==> config.mk <==
export PLATFORM = sky130hd
export DESIGN_NAME = fetch_stage_flat
export DESIGN_NICKNAME = d
export VERILOG_FILES = /design/src/rtl/fetch_stage_pkg.sv /design/src/rtl/fetch_stage_if.sv /design/src/rtl/fetch_stage_ifid.sv /design/src/rtl/fetch_stage.sv /design/src/flat_wrapper.sv
export SDC_FILE = /design/constraint.sdc
export NUM_CORES = 1
export LEC_CHECK = 0
export CAP_MARGIN = 15
export CORE_ASPECT_RATIO = 1.1
export CORE_MARGIN = 2
export CORE_UTILIZATION = 55
export CTS_CLUSTER_SIZE = 8
export DETAILED_ROUTE_END_ITERATION = 10
export GPL_TIMING_DRIVEN = 0
export HOLD_SLACK_MARGIN = 0.1
export PLACE_DENSITY_LB_ADDON = 0.05
export SLEW_MARGIN = 20
export SYNTH_ARGS = -nofsm -noshare
export SYNTH_HDL_FRONTEND = slang
export SYNTH_SLANG_ARGS = --single-unit
==> constraint.sdc <==
create_clock -name clk -period 3.55 [get_ports clk]
set_input_delay 0.5325 -clock clk [delete_from_list [all_inputs] [get_ports clk]]
set_output_delay 0.5325 -clock clk [all_outputs]
set_load 0.03 [all_outputs]
==> src/rtl/fetch_stage_pkg.sv <==
// Shared CPU constants, fetch FSM encoding and the IF/ID payload type.
// Also holds the fetch-address legality rule so every consumer agrees on it.
package cpu_defs;

    localparam logic [31:0] RESET_PC = 32'h0000_3000;
    localparam logic [31:0] EXC_VEC  = 32'h0000_4180;
    localparam logic [31:0] IM_BASE  = 32'h0000_3000;
    localparam int unsigned IM_WORDS = 4096;
    localparam logic [31:0] IM_LIMIT = IM_BASE + (IM_WORDS << 2);
    localparam logic [4:0]  EXC_ADEL = 5'd4;
    localparam logic [31:0] NOP      = 32'h0000_0000;

    typedef enum logic [1:0] {
        ST_FETCH = 2'd0,
        ST_HOLD  = 2'd1,
        ST_DRAIN = 2'd2
    } fetch_state_t;

    typedef struct packed {
        logic        valid;
        logic [31:0] instr;
        logic [31:0] pc;
        logic        adel;
    } ifid_t;

    function automatic logic addr_legal(input logic [31:0] a);
        return (a[1:0] == 2'b00) && (a >= IM_BASE) && (a < IM_LIMIT);
    endfunction

endpackage

==> src/rtl/fetch_stage_if.sv <==
// Instruction-memory read port: req/addr from fetch, ready/rdata from memory.
// ready may be returned in the same cycle as req.
interface fetch_stage_if;

    logic        imem_req;
    logic [31:0] imem_addr;
    logic        imem_ready;
    logic [31:0] imem_rdata;

    modport master (
        output imem_req,
        output imem_addr,
        input  imem_ready,
        input  imem_rdata
    );

    modport slave (
        input  imem_req,
        input  imem_addr,
        output imem_ready,
        output imem_rdata
    );

endinterface

==> src/rtl/fetch_stage_ifid.sv <==
// IF/ID pipeline register: load a new entry, flush to a bubble, or hold.
// One cycle latency; holds its contents whenever neither load nor flush is set.
module ifid_reg
    import cpu_defs::*;
(
    input  logic  clk,
    input  logic  reset,
    input  logic  load_i,
    input  logic  flush_i,
    input  ifid_t d_i,
    output ifid_t q_o
);

    ifid_t q_q;

    always_ff @(posedge clk) begin
        if (reset) begin
            q_q <= '{valid: 1'b0, instr: NOP, pc: 32'h0, adel: 1'b0};
        end else if (flush_i) begin
            q_q <= '{valid: 1'b0, instr: NOP, pc: d_i.pc, adel: 1'b0};
        end else if (load_i) begin
            q_q <= d_i;
        end
    end

    assign q_o = q_q;

endmodule

==> src/rtl/fetch_stage.sv <==
// Instruction fetch: owns the PC, reads imem over req/ready and fills IF/ID.
// One instruction per cycle with zero-wait memory; stall holds IF/ID and parks a
// returned word in a skid register; CP0 redirects flush and may drain a pending read.
module fetch_stage
    import cpu_defs::*;
(
    input  logic          clk,
    input  logic          reset,
    input  logic          stall,
    input  logic          pc_load,
    input  logic [31:0]   pc_next,
    input  logic          exc_req,
    input  logic          eret_req,
    input  logic [31:0]   epc,
    fetch_stage_if.master imem,
    output logic          id_valid,
    output logic [31:0]   id_instr,
    output logic [31:0]   id_pc,
    output logic          id_exc_adel
);

    fetch_state_t state_q;
    logic [31:0]  pc_q;
    logic [31:0]  skid_q;
    logic         pend_q;
    logic [31:0]  pend_tgt_q;
    logic [31:0]  drain_addr_q;

    logic         pc_legal;
    logic         redirect;
    logic [31:0]  redir_tgt;
    logic [31:0]  adv_tgt;
    logic         advance;
    logic         ifid_load;
    logic         ifid_flush;
    ifid_t        ifid_d;
    ifid_t        ifid_q;

    assign pc_legal  = addr_legal(pc_q);
    assign redirect  = exc_req | eret_req;
    assign redir_tgt = exc_req ? EXC_VEC : epc;
    assign adv_tgt   = pc_load ? pc_next : (pend_q ? pend_tgt_q : pc_q + 32'd4);

    // A drain keeps presenting the abandoned address so the bus never sees it change.
    always_comb begin
        imem.imem_req  = 1'b0;
        imem.imem_addr = pc_q;
        case (state_q)
            ST_FETCH: imem.imem_req = pc_legal;
            ST_DRAIN: begin
                imem.imem_req  = 1'b1;
                imem.imem_addr = drain_addr_q;
            end
            default: ;
        endcase
    end

    always_comb begin
        ifid_load  = 1'b0;
        ifid_flush = 1'b0;
        advance    = 1'b0;
        ifid_d     = '{valid: 1'b1, instr: NOP, pc: pc_q, adel: 1'b0};
        if (redirect) begin
            ifid_flush = 1'b1;
        end else begin
            case (state_q)
                ST_FETCH: begin
                    if (!pc_legal) begin
                        if (!stall) begin
                            ifid_load   = 1'b1;
                            ifid_d.adel = 1'b1;
                            advance     = 1'b1;
                        end
                    end else if (imem.imem_ready) begin
                        if (!stall) begin
                            ifid_load    = 1'b1;
                            ifid_d.instr = imem.imem_rdata;
                            advance      = 1'b1;
                        end
                    end else if (!stall) begin
                        ifid_flush = 1'b1;
                    end
                end
                ST_HOLD: begin
                    if (!stall) begin
                        ifid_load    = 1'b1;
                        ifid_d.instr = skid_q;
                        advance      = 1'b1;
                    end
                end
                default: ;
            endcase
        end
    end

    always_ff @(posedge clk) begin
        if (reset) begin
            state_q      <= ST_FETCH;
            pc_q         <= RESET_PC;
            skid_q       <= NOP;
            pend_q       <= 1'b0;
            pend_tgt_q   <= 32'h0;
            drain_addr_q <= 32'h0;
        end else if (redirect) begin
            pc_q   <= redir_tgt;
            pend_q <= 1'b0;
            if (state_q == ST_FETCH && pc_legal && !imem.imem_ready) begin
                state_q      <= ST_DRAIN;
                drain_addr_q <= pc_q;
            end else if (state_q == ST_DRAIN && !imem.imem_ready) begin
                state_q <= ST_DRAIN;
            end else begin
                state_q <= ST_FETCH;
            end
        end else begin
            if (advance) begin
                pc_q   <= adv_tgt;
                pend_q <= 1'b0;
            end
            case (state_q)
                ST_FETCH: begin
                    if (pc_legal && imem.imem_ready && stall) begin
                        skid_q  <= imem.imem_rdata;
                        state_q <= ST_HOLD;
                    end else if (pc_legal && !imem.imem_ready && !stall && pc_load) begin
                        // The branch leaves ID this cycle; keep its target until the delay slot lands.
                        pend_q     <= 1'b1;
                        pend_tgt_q <= pc_next;
                    end
                end
                ST_HOLD: begin
                    if (!stall) state_q <= ST_FETCH;
                end
                ST_DRAIN: begin
                    if (imem.imem_ready) state_q <= ST_FETCH;
                end
                default: state_q <= ST_FETCH;
            endcase
        end
    end

    ifid_reg u_ifid (
        .clk     (clk),
        .reset   (reset),
        .load_i  (ifid_load),
        .flush_i (ifid_flush),
        .d_i     (ifid_d),
        .q_o     (ifid_q)
    );

    assign id_valid    = ifid_q.valid;
    assign id_instr    = ifid_q.instr;
    assign id_pc       = ifid_q.pc;
    assign id_exc_adel = ifid_q.adel;

endmodule
==> src/flat_wrapper.sv <==
// flat-port wrapper written by rule: the top's interface ports become plain ports
module fetch_stage_flat import cpu_defs::*;
  (clk, reset, stall, pc_load, pc_next, exc_req, eret_req, epc, id_valid, id_instr, id_pc, id_exc_adel, imem_imem_req, imem_imem_addr, imem_imem_ready, imem_imem_rdata);
  fetch_stage_if imem_i ();
  input  logic clk;
  input  logic reset;
  input  logic stall;
  input  logic pc_load;
  input  logic [31:0] pc_next;
  input  logic exc_req;
  input  logic eret_req;
  input  logic [31:0] epc;
  output logic id_valid;
  output logic [31:0] id_instr;
  output logic [31:0] id_pc;
  output logic id_exc_adel;
  output wire logic [$bits(imem_i.imem_req)-1:0] imem_imem_req;
  output wire logic [$bits(imem_i.imem_addr)-1:0] imem_imem_addr;
  input wire logic [$bits(imem_i.imem_ready)-1:0] imem_imem_ready;
  input wire logic [$bits(imem_i.imem_rdata)-1:0] imem_imem_rdata;
  assign imem_imem_req = imem_i.imem_req;
  assign imem_imem_addr = imem_i.imem_addr;
  assign imem_i.imem_ready = imem_imem_ready;
  assign imem_i.imem_rdata = imem_imem_rdata;
  fetch_stage u_core (.clk(clk), .reset(reset), .stall(stall), .pc_load(pc_load), .pc_next(pc_next), .exc_req(exc_req), .eret_req(eret_req), .epc(epc), .imem(imem_i), .id_valid(id_valid), .id_instr(id_instr), .id_pc(id_pc), .id_exc_adel(id_exc_adel));
endmodule
==> Word-level counts from Yosys, hierarchy flattened <==
Cells that the tools add are included.
{ "totals": {"regBits": 197, "input_bits": 103, "output_inout_bits": 99, "word_cells": 81} }
{ "classes": {"mux": 38, "magnitude_cmp": 2, "n_reduce_logical": 22, "n_bitwise": 3, "eq_ne": 5, "n_addsub": 1} }
{ "op_table": {"columns": ["op", "n"], "rows": [
  ["$mux 32", 11],
  ["$mux 33", 2],
  ["$pmux 32 s2", 1],
  ["$add 32x3->32 const B", 1],
  ["$ge 32x14->1 const B", 1],
  ["$lt 32x15->1 const B", 1],
  ["$mux 1", 15],
  ["$mux 2", 6],
  ["$logic_and 1x1->1", 10],
  ["$ne 3x2->1 const B", 3],
  ["$pmux 2 s3", 1],
  ["$reduce_and 3->1", 2],
  ["$logic_not 2->1", 2],
  ["$pmux 1 s2", 2],
  ["$reduce_and 4->1", 1],
  ["$reduce_bool 2->1", 2],
  ["$reduce_or 2->1", 2],
  ["$eq 2x1->1 const B", 1],
  ["$eq 2x2->1 const B", 1],
  ["$logic_not 1->1", 2],
  ["$not 1->1", 2],
  ["$reduce_and 2->1", 1],
  ["$or 1x1->1", 1]
]} }

==> Depth between registers and ports, before layout <==
Gate-level depths: netlist of run 1.
{ "depth": {"ltp_word": 10, "mapped_depth": 10, "mapped_depth_nobuf": 7} }

==> Hierarchy <==
Synthesis of run 1 repeated with hierarchy kept, for this count alone.
{ "hier_totals": {"cells_unflattened": 1072, "hier_area_um2": 9370.2} }
{ "by_module_without_submodules": {"columns": ["module", "seq_area_each_um2", "cells_each", "area_each_um2", "instances"], "rows": [
  ["fetch_stage", 2622.5, 815, 6810.3, 1],
  ["ifid_reg", 1321.3, 257, 2560.0, 1]
]} }

==> Least setup slack after synthesis of run 1 <==
No wires, ideal clock.
{ "synth_timing": {"path_type": "register to output", "startpoint": "reg u_core.pc_q[14]", "endpoint": "out imem_imem_req", "n_path_buf": 2, "setup_slack_ns": 1.341, "stages_incl_launch_ff": 8, "arrival_time_ns": 1.677, "t_required_ns": 3.017, "cell_sequence": "dfxtp_1 buf_2 a21boi_2 o2111ai_2 nor4_2 buf_4 nor2_1 nor2_1"} }
{ "synth_between": {"elab_chain_cells": 4} }
{ "synth_rtl": {"columns": ["element", "line", "rtl"], "rows": [
  ["start, declared", "fetch_stage.sv:23", "logic [31:0] pc_q;"],
  ["start signal, assigned", "fetch_stage.sv:105", "pc_q <= redir_tgt;"],
  ["start signal, assigned", "fetch_stage.sv:117", "pc_q <= adv_tgt;"],
  ["$ge 32x14->1", "fetch_stage_pkg.sv:27", "return (a[1:0] == 2'b00) && (a >= IM_BASE) && (a < IM_LIMIT);"],
  ["$logic_and 1x1->1", "fetch_stage_pkg.sv:27", null],
  ["$logic_and 1x1->1 *", "fetch_stage_pkg.sv:27", null],
  ["$pmux 1 s2 *", "fetch_stage.sv:48", "case (state_q)"],
  ["end, declared", "flat_wrapper.sv:17", "output wire logic [$bits(imem_i.imem_req)-1:0] imem_imem_req;"]
]} }
Mark *: on every way between the ends. The rest lies on a longest branch, timed or not.

==> Worst setup path in the final report of run 1 <==
{ "layout_timing": {"startpoint": "reg u_core.pc_q[22]", "endpoint": "out imem_imem_req"} }
Same word-level chain as after synthesis.

==> results.yml, run 1 <==
run_status:
  status: "complete, no violations"
floorplan:
  die_area_sq_um: 17500
  die_x_um: 126
  start_util_pct: 55.8
  rows: 49
  io_pins: 202
  die_y_um: 139
  coreArea_sq_um: 16200
synth:
  synth_enable_flop_cells: 0
  synth_xor_area_share_pct: 2.51
  synthSimpleGateAreaFrac_pct: 22.8
  yosysWarnings: 0
  synth_cell_type_count: 60
  ys_ff_latch: 197
  synthesis.area_sq_um: 9060
  async_flop_share_pct: 0
  synthAdderAreaFrac_pct: 0.276
  synthFlopType: "dfxtp_1"
  syn_nets: 1207
  syn_avg_cell_area_sq_um: 8.22
  synth-seq-area-share_pct: 43.5
  netlist_instances: 1102
  synth_mux_area_share_pct: 6.07
  synth_top_family_by_area: "simple AND/OR/NAND/NOR gates"
  synth_compound_area_share_pct: 18.4
detailed_routing:
  wl_per_cell_um: 18.7
  num_vias: 8950
  vias_per_cell: 5.82
  wirelength_um: 28700
  drc: 0
  first_pass_iters: 6
  ant_nets: 0
  drt_iter0_drc: 814
placement:
  port_buffers: 201
  dpl.cell_count: 1507
  place.gp.congestion: 0.962
  pre_cts_slack_ns: 0.176
  dp_hpwl_um: 20700
power:
  p_per_area_nw_per_um2: 417
  finalPower_mw: 4.96
  vdd_drop_max_mv: 0.317
  leakage_nw: 4.16
sta:
  period_share_pct: 95.9
  slew_headroom_pct: 28.1
  setup_tns_ns: 0
  rsz0062_at_grt: "false"
  period_minus_slack_ns: 3.41
  tightest_slew_ns: 1.07
  fmax_ghz: 0.294
  finalSetupViolCount: 0
  slew_violations: 0
  fin_skew_ns: 0.00724
  worst_slack_ns: 0.144
  hold_viol_final: 0
  hold_slack_ns: 0.451
finish:
  areaGrowthSynthToFinish_pct: 31.4
  multi_input_area_sq_um: 4540
  fin_nets: 1427
  n_fill_cell: 1303
  seq_area_sq_um: 3940
  final_cells: 1538
  diodes: 0
  final_layout_size_suffix_gt1_share_pct: 10.2
setup_path:
  cpMaxStageDelayCell: "clkdlybuf4s50_1"
  path_buf_inv: 3
  crit_family: "buffers and inverters"
  critical_path_class: "reg -> out"
  slowest_delay_ns: 0.70
  path_max_fanout: 10
  arrival_ns: 2.87
  cp.required_ns: 3.02
  crit_path_frequent_cell: "nor2_1"
  crit_path_start_kind: "flop"
  crit_path_end_kind: "output pin"
  worstPathCellList: "clkbuf_1 > nor3_2 > o2111ai_2 > nor4_2 > buf_4 > nor2_1 > nor2_1 > clkdlybuf4s50_1"
cts:
  cts_htree_levels: 4
  clk_root_buffer_cell: "clkbuf_16"
  numCtsBuffers: 17
  path_clk_slew_ns: 0.07
  cts_tree: "yes"
  cts.sinks: 197
  cts_hold_buf: 0
  clockBufferDepth: 2
  clkLatencyLatePin_ns: 0.44
  post_cts_buffers: 0
  post_cts_resize_count: 0
min_path:
  hold_path.class: "reg -> reg"
global_routing:
  grt_max_degree: 19
  grt_pass1_wl_um: 44800
  grt.total_usage_pct: 31.8
  overflow: 0
  grt_pass1_vias: 8377
  antenna_found_initial: 0
flow_run:
  maxCapViolations: 0
-- power breakdown --
group	total (mW)	internal (mW)	switching (mW)
clock network	1.95	1.01	0.935
registers	2.29	2.26	0.0306
logic	0.731	0.311	0.420
-- area by class of cell --
class	count	share of cell area [%]
repair buffers	201	16.9
inverters	14	0.441
well taps	204	2.14
plain buffers	108	4.42
multi-input cells	783	38.1
clock inverters	13	1.20
clock buffers	18	3.69
flip-flops and latches	197	33.1
-- cells by family after synthesis --
| kind of cell | after synthesis |
|---|---|
| xor gates and xnor gates | 26 |
| AOI/OAI and AO/OA | 255 |
| adders and majority gates | 2 |
| buffers and inverters | 122 |
| and+or+nand+nor | 449 |
| muxes | 51 |
| DFF | 197 |
-- per-layer routing --
| metal | part of all wire [%] | GRT usage (%) | up-vias |
|---|---|---|---|
| met5 | 0 | 0 | - |
| met4 | 3.3 | 13.1 | 0 |
| met3 | 7.8 | 5.94 | 76 |
| met2 | 47 | 52.4 | 433 |
| met1 | 42 | 41.1 | 4179 |
| li1 | - | - | 4262 |
-- tightest hold or removal path, cell delays in order, from the launching register on --
cell and delay [ns]:
dfxtp_1 0.31, nand2_1 0.05, a21oi_1 0.05
-- flip-flops by register name, summed over array words and instances, names as in the netlist --
name,flops
u_core.state_q,2
u_core.pend_q,1
u_core.pc_q,32
u_core.skid_q,32
u_core.pend_tgt_q,32
u_core.drain_addr_q,32
u_core.u_ifid.q_o,66
-- worst paths after layout --
kind	start	cells past startpoint	slack [ns]	end
hold reg to reg	u_core.u_ifid.q_o[31]	2	0.45	u_core.u_ifid.q_o[31]
setup reg to reg	u_core.pc_q[3]	7	0.82	u_core.pc_q[30]
setup / recovery	u_core.pc_q[22]	8	0.14	imem_imem_req
hold / removal	u_core.u_ifid.q_o[31]	2	0.45	u_core.u_ifid.q_o[31]
-- cell usage in the layout, fill, tap and decap left out, drive strengths merged, types with 4 or more instances in the layout --
master	count
a22oi	5
dfxtp	197
xor2	10
clkinv	5
mux2	32
clkbuf	79
nand4	10
xnor2	16
a21oi	131
a211oi	6
buf	47
nand2	227
a32oi	5
or3	4
and2	22
a221o	5
a221oi	33
nor3	39
o221ai	4
clkdlybuf4s50	201
mux2i	19
nor2	81
o211ai	7
and3	7
nor4	12
nand3	15
inv	20
o21ai	34
nand3b	11
-- synth_stat cells (all sizes together) (6+ instances only) --
library cell / n / area [sq um]
buf: 47 / 298
xor2: 10 / 87.6
nand3: 15 / 75.1
dfxtp: 197 / 3940
nor2: 81 / 307
mux2i: 19 / 190
nor4: 12 / 111
o21ai: 34 / 170
nor3: 39 / 210
inv: 14 / 52.6
mux2: 32 / 360
xnor2: 16 / 140
a211oi: 6 / 45.0
a21oi: 131 / 731
nand3b: 11 / 82.6
clkbuf: 61 / 229
a221oi: 33 / 289
and3: 7 / 43.8
nand2: 227 / 852
and2: 22 / 138
o211ai: 7 / 52.6
nand4: 10 / 62.6
-- through the flow --
stage	utilization, %	instance area (sq um)
after floorplan	-	9060
after global placement	69.7	11300
after detailed placement	69.7	11300
after CTS	73.3	11900
after global routing	73.3	11900
final	73.3	11900
Power figures use the tool's default switching activity.
==> inputs of run 2 (changes only) <==
--- a/config.mk
+++ b/config.mk
@@ -5,6 +5,7 @@
 export SDC_FILE = /design/constraint.sdc
 export NUM_CORES = 1
 export LEC_CHECK = 0
+export ABC_CLOCK_PERIOD_IN_PS = 3550
 export CAP_MARGIN = 15
 export CORE_ASPECT_RATIO = 1.1
 export CORE_MARGIN = 2
==> results of run 2 <==
Same layout as run 1: the final DEF is identical, and so are final timing and power.
